**src/rtl/regfile_write_arbiter_pkg.sv**
```systemverilog
// rtl/regfile_write_arbiter_pkg.sv - shared pipeline register-file constants and writeback request type
package regfile_write_arbiter_pkg;

  localparam int REG_ADDR_W = 5;
  localparam int NUM_REGS   = 32;
  localparam int XLEN       = 32;

  localparam logic [REG_ADDR_W-1:0] REG_X0 = '0;

  typedef struct packed {
    logic                  valid;
    logic [REG_ADDR_W-1:0] addr;
    logic [XLEN-1:0]       data;
  } wb_req_t;

endpackage

```
**src/rtl/wb_result_fifo.sv**
```systemverilog
// rtl/wb_result_fifo.sv - small synchronous FIFO buffering long-latency results (addr + data)
module wb_result_fifo
  import regfile_write_arbiter_pkg::*;
#(
  parameter int DW    = 32,
  parameter int DEPTH = 2,
  localparam int PW   = $clog2(DEPTH)
) (
  input  logic                  clk,
  input  logic                  reset,
  input  logic                  push,
  input  logic [REG_ADDR_W-1:0] push_addr,
  input  logic [DW-1:0]         push_data,
  input  logic                  pop,
  output logic                  full,
  output logic                  empty,
  output logic [PW:0]           count,
  output logic [REG_ADDR_W-1:0] head_addr,
  output logic [DW-1:0]         head_data
);

  logic [REG_ADDR_W-1:0] addr_mem [DEPTH];
  logic [DW-1:0]         data_mem [DEPTH];
  logic [PW-1:0]         wr_ptr;
  logic [PW-1:0]         rd_ptr;

  // DEPTH is a power of two, so pointers wrap by natural overflow
  always_ff @(posedge clk or negedge reset) begin
    if (!reset) begin
      wr_ptr <= '0;
      rd_ptr <= '0;
      count  <= '0;
    end else begin
      if (push) wr_ptr <= wr_ptr + 1'b1;
      if (pop)  rd_ptr <= rd_ptr + 1'b1;
      case ({push, pop})
        2'b10:   count <= count + 1'b1;
        2'b01:   count <= count - 1'b1;
        default: count <= count;
      endcase
    end
  end

  always_ff @(posedge clk) begin
    if (push) begin
      addr_mem[wr_ptr] <= push_addr;
      data_mem[wr_ptr] <= push_data;
    end
  end

  assign full      = (count == (PW+1)'(DEPTH));
  assign empty     = (count == '0);
  assign head_addr = addr_mem[rd_ptr];
  assign head_data = data_mem[rd_ptr];

endmodule

```
**src/rtl/regfile_write_arbiter.sv**
```systemverilog
// rtl/regfile_write_arbiter.sv - register-file write-port arbiter with long-latency scoreboard
module regfile_write_arbiter
  import regfile_write_arbiter_pkg::*;
#(
  parameter int XLEN         = 32,
  parameter int FIFO_DEPTH   = 2,
  parameter int STARVE_LIMIT = 4
) (
  input  logic                          clk,
  input  logic                          reset,
  input  logic                          wb_valid,
  input  logic [4:0]                    wb_addr,
  input  logic [XLEN-1:0]               wb_data,
  input  logic                          issue_valid,
  input  logic [4:0]                    issue_addr,
  output logic                          issue_ready,
  input  logic                          mc_valid,
  output logic                          mc_ready,
  input  logic [4:0]                    mc_addr,
  input  logic [XLEN-1:0]               mc_data,
  input  logic [4:0]                    rs1_addr,
  input  logic [4:0]                    rs2_addr,
  output logic                          hazard_stall,
  output logic                          pipe_stall,
  output logic                          rf_reg_write,
  output logic [4:0]                    rf_addrD,
  output logic [XLEN-1:0]               rf_dataD,
  output logic [31:0]                   busy_vec,
  output logic [$clog2(FIFO_DEPTH):0]   fifo_count
);

  localparam logic [3:0] STARVE_MAX = 4'(STARVE_LIMIT);

  logic [NUM_REGS-1:0]   busy;
  logic [NUM_REGS-1:0]   busy_next;
  logic [3:0]            starve_cnt;
  logic                  fifo_full;
  logic                  fifo_empty;
  logic                  push;
  logic                  wb_grant;
  logic                  head_grant;
  logic                  issue_accept;
  logic [REG_ADDR_W-1:0] head_addr;
  logic [XLEN-1:0]       head_data;

  wb_result_fifo #(
    .DW    (XLEN),
    .DEPTH (FIFO_DEPTH)
  ) u_fifo (
    .clk       (clk),
    .reset     (reset),
    .push      (push),
    .push_addr (mc_addr),
    .push_data (mc_data),
    .pop       (head_grant),
    .full      (fifo_full),
    .empty     (fifo_empty),
    .count     (fifo_count),
    .head_addr (head_addr),
    .head_data (head_data)
  );

  // The pipeline cannot be back-pressured, so it always wins the port
  assign wb_grant     = reset && wb_valid && (wb_addr != REG_X0);
  assign head_grant   = reset && !wb_grant && !fifo_empty;
  assign mc_ready     = reset && !fifo_full;
  assign push         = mc_valid && mc_ready && (mc_addr != REG_X0);
  assign issue_ready  = reset && ((issue_addr == REG_X0) || !busy[issue_addr]);
  assign issue_accept = issue_valid && issue_ready && (issue_addr != REG_X0);

  always_comb begin
    rf_reg_write = 1'b0;
    rf_addrD     = REG_X0;
    rf_dataD     = '0;
    if (wb_grant) begin
      rf_reg_write = 1'b1;
      rf_addrD     = wb_addr;
      rf_dataD     = wb_data;
    end else if (head_grant) begin
      rf_reg_write = 1'b1;
      rf_addrD     = head_addr;
      rf_dataD     = head_data;
    end
  end

  // Set is applied after clear so it wins on a shared register
  always_comb begin
    busy_next = busy;
    if (head_grant) busy_next[head_addr] = 1'b0;
    if (issue_accept) busy_next[issue_addr] = 1'b1;
    busy_next[0] = 1'b0;
  end

  always_ff @(posedge clk or negedge reset) begin
    if (!reset) begin
      busy <= '0;
    end else begin
      busy <= busy_next;
    end
  end

  always_ff @(posedge clk or negedge reset) begin
    if (!reset) begin
      starve_cnt <= '0;
    end else if (fifo_empty || head_grant) begin
      starve_cnt <= '0;
    end else if (starve_cnt != STARVE_MAX) begin
      starve_cnt <= starve_cnt + 4'd1;
    end
  end

  assign pipe_stall   = (starve_cnt == STARVE_MAX);
  assign hazard_stall = reset && (((rs1_addr != REG_X0) && busy[rs1_addr]) ||
                                  ((rs2_addr != REG_X0) && busy[rs2_addr]));
  assign busy_vec     = busy;

endmodule

```
**config.mk**
```make
export PLATFORM = sky130hd
export DESIGN_NAME = regfile_write_arbiter
export DESIGN_NICKNAME = d
export VERILOG_FILES = /design/src/rtl/regfile_write_arbiter_pkg.sv /design/src/rtl/wb_result_fifo.sv /design/src/rtl/regfile_write_arbiter.sv
export SDC_FILE = /design/constraint.sdc
export NUM_CORES = 1
export LEC_CHECK = 0
export ABC_AREA = 1
export ABC_CLOCK_PERIOD_IN_PS = 2700
export CAP_MARGIN = 20
export CORE_ASPECT_RATIO = 1.5
export CORE_UTILIZATION = 25
export DETAILED_ROUTE_END_ITERATION = 10
export DONT_BUFFER_PORTS = 1
export PLACE_DENSITY_LB_ADDON = 0.3
export SLEW_MARGIN = 25
export SYNTH_ARGS = -nofsm -noshare
export SYNTH_HDL_FRONTEND = slang
export SYNTH_SLANG_ARGS = --single-unit
export TNS_END_PERCENT = 50
```
**constraint.sdc**
```tcl
create_clock -name clk -period 2.7 [get_ports clk]
set_clock_uncertainty 0.15 [all_clocks]
set_input_delay 0.54 -clock clk [delete_from_list [all_inputs] [get_ports clk]]
set_output_delay 0.54 -clock clk [all_outputs]
set_load 0.02 [all_outputs]
```
==> qor.yml <==
status: "completed"
worstPathMaxFanout: 31
ioPinCount: 170
dp_hpwl_um: 14200
cts_num_sinks: 113
critical_path_class: "reg2out"
avgSynthCellArea_um2: 8.04
antenna_found_initial: 0
synth.lib_cells_used.distinct: 33
post-route-drc-count: 0
synthAdderAreaFrac_pct: 0.600
post-synth-top-count-cell: "sky130_fd_sc_hd__nand2_1"
routabilityCongestion: 0.907
totalWireLength_um: 19400
critical_path.endpoint_type: "primary output"
period_share_pct: 94.5
cts_tree: "built"
finalMaxSlewViolations: 0
die_width_um: 131
worstPathArrival_ns: 1.86
report.power.total_w: 0.00755
design.core.area_um2: 24500
yosysWarnings: 0
p_leak_nw: 3.33
max-clock-path-buffers: 2
wl_per_cell_um: 17.2
cp.required_ns: 2.01
setup_viol: 0
leading_cell_types_by_total_area_after_synthesis: "sky130_fd_sc_hd__edfxtp_1 (35%), sky130_fd_sc_hd__nand2_1 (17%), sky130_fd_sc_hd__dfrtp_1 (16%)"
min_path_type: "in2reg"
fin_hold_ws_ns: 0.0769
multi_input_area_um2: 2630
slew-limit-headroom_pct: 56.3
finalHoldViolCount: 0
cts_buffers: 17
synthesis.nets: 876
total_number_of_vias: 5307
area_delta_synth_final_pct: 18.0
die_area_um2: 25700
post-route-cell-area_um2: 7390
placed_cells_incl_taps: 1094
drt_first_pass_iters: 5
route.detailed.vias_per_inst: 4.70
drtIter0Drc: 239
synthMuxAreaShare_pct: 0
vdd_ir_drop_max_v: 0.000474
core.rowCount: 70
initial_core_util_pct: 25.5
simple_gate_share_of_the_synthesized_area_pct: 29.2
cell_types_with_the_highest_counts_after_synthesis: "sky130_fd_sc_hd__nand2_1 (276), sky130_fd_sc_hd__edfxtp_1 (74), sky130_fd_sc_hd__nand3_1 (72), sky130_fd_sc_hd__inv_1 (71), sky130_fd_sc_hd__nor2_1 (52)"
dominant_cell_type_by_area_after_synthesis: "sky130_fd_sc_hd__edfxtp_1"
maxCapViolations: 0
critical_path.startpoint_type: "flop"
final-instance-count-excl-fill: 1128
drtAntennaViolNets: 0
grt_max_degree: 40
clk_latency_ns: 0.41
crit_slowest_cell: "sky130_fd_sc_hd__dfrtp_2"
dieHeight_um: 196
cts_clock_pin_slew_for_the_worst_setup_and_hold_paths_ns: 0.06
hold-path-cell-count: 0
seq_area_um2: 3220
r2r_cells: 8
antenna_cells: 0
fmax_mhz: 392
synth_compound_gate_area_share_pct: 10.9
grt_use_total_pct: 15.5
number_of_filler_cells_placed_in_the_layout: 2644
worst_slew_pin_slew_ns: 0.654
critical_path.max_stage_delay_ns: 0.46
drive_above_1_share_pct: 11.4
clock_tree.root_cell: "sky130_fd_sc_hd__clkbuf_16"
unrepaired_setup_endpoints_after_global_routing: "yes"
first_global_vias: 5231
synth_top_area_share_pct: 35.5
pwr_density_cell_nw_per_um2: 1020
port_buffers: 0
final_period_minus_worst_setup_slack_ns: 2.55
synth_xor_area_share_pct: 0.839
dpl_cell_area_um2: 6710
yosys_register_bits: 113
htree_num_levels: 4
layout.nets: 888
synthFlopType: "sky130_fd_sc_hd__edfxtp_1"
post_synth_instance_area_um2: 6260
synthCells: 779
setup-tns-final_ns: 0
timing.critical_path.cells: "inv_1, nand2_1, nand3_2, buf_6, a21oi_1, a21o_1"
cts_post_setup_buffers_inserted: 0
globalRoute.totalOverflow: 0
synth-seq-area-share_pct: 51.1
grt_first_pass_wirelength_um: 30100
synth_edf_count: 74
synth_async_sr_flop_share_pct: 34.5
largest_family_of_logic_cells_by_synthesized_area: "simple AND/OR/NAND/NOR gates"
## state kept, by name (all words and copies together), names as in the netlist
signal and flops:
busy_vec 31, starve_cnt 4, u_fifo.addr_mem 10, u_fifo.count 2, u_fifo.data_mem 64, u_fifo.rd_ptr 1
u_fifo.wr_ptr 1
## power breakdown
group          switching (W)  internal (W)
logic                0.00154      0.000698
clock network       0.000813       0.00154
registers           0.000689       0.00227
total                0.00305       0.00450
## cell usage in the layout, fill, tap and decap left out, types with 5 or more instances in the layout
master / instances
sky130_fd_sc_hd__nand2_1: 276
sky130_fd_sc_hd__edfxtp_1: 74
sky130_fd_sc_hd__inv_1: 71
sky130_fd_sc_hd__nand3_1: 71
sky130_fd_sc_hd__nor2_1: 50
sky130_fd_sc_hd__a21oi_1: 36
sky130_fd_sc_hd__a21o_1: 32
sky130_fd_sc_hd__o21ai_0: 29
sky130_fd_sc_hd__dfrtp_1: 24
sky130_fd_sc_hd__buf_4: 18
sky130_fd_sc_hd__clkbuf_16: 17
sky130_fd_sc_hd__dfrtp_2: 15
sky130_fd_sc_hd__nor3_1: 12
sky130_fd_sc_hd__nand3_2: 11
sky130_fd_sc_hd__o21ai_1: 10
sky130_fd_sc_hd__clkinv_1: 5
## cell type report
type / instances / area share, %
Clock buffer: 17 / 5.76
Clock inverter: 15 / 2.59
Inverter: 76 / 3.93
Multi-Input combinational cell: 559 / 35.6
Sequential cell: 113 / 43.5
Tap cell: 324 / 5.49
Timing Repair Buffer: 24 / 3.08
## worst max-delay path: cells and delay by family, from the launching register on
family / cells / cell delay, ns
buffers and inverters: 2 / 0.29
and+or+nand+nor: 2 / 0.28
AOI/OAI and AO/OA: 2 / 0.41
DFF: 1 / 0.46
## per-layer routing
metal  global-route usage, %  routed length (µm)  vias to the layer above
met5                       0                   0                        -
met4                    6.14                 409                        0
met3                    4.50                1460                       18
met2                    27.9                9890                      217
met1                    17.0                7660                     2488
li1                        -                   -                     2584
## metrics by stage
step                setup slack (ns)  util, %
floorplan                     -0.183        -
global placement               0.211     27.4
detailed placement             0.199     27.4
CTS                          0.00961     30.0
global route                -0.00995     30.1
finish                         0.149     30.1
## path summary, 6_finish.rpt
kind	start	endpoint	slack [ns]
worst min register to register	starve_cnt[1]	starve_cnt[1]	0.44
min in group asynchronous	reset	u_fifo.rd_ptr	0.46
worst max-delay path	u_fifo.count[0]	rf_dataD[22]	0.15
worst max register to register	u_fifo.rd_ptr	busy_vec[28]	0.45
max in group asynchronous	reset	busy_vec[4]	1.70
worst min-delay path	mc_data[15]	u_fifo.data_mem[0][15]	0.08
## cell families after synthesis
logic type | after synthesis
XOR/XNOR | 6
other | 1
AO/OA/AOI/OAI | 117
flip-flops | 113
buffers and inverters | 107
AND/OR/NAND/NOR | 432
adder cells (fa/ha/maj) | 3
## timing repair
action | 4_1_cts | 5_1_grt
setup endpoints to repair | 23 | 29
hold buffers | 2 | 0
gates resized for setup | 3 | 17
endpoints found under the hold margin | 39 | 0
No activity file was read; power rests on OpenSTA's default activity.
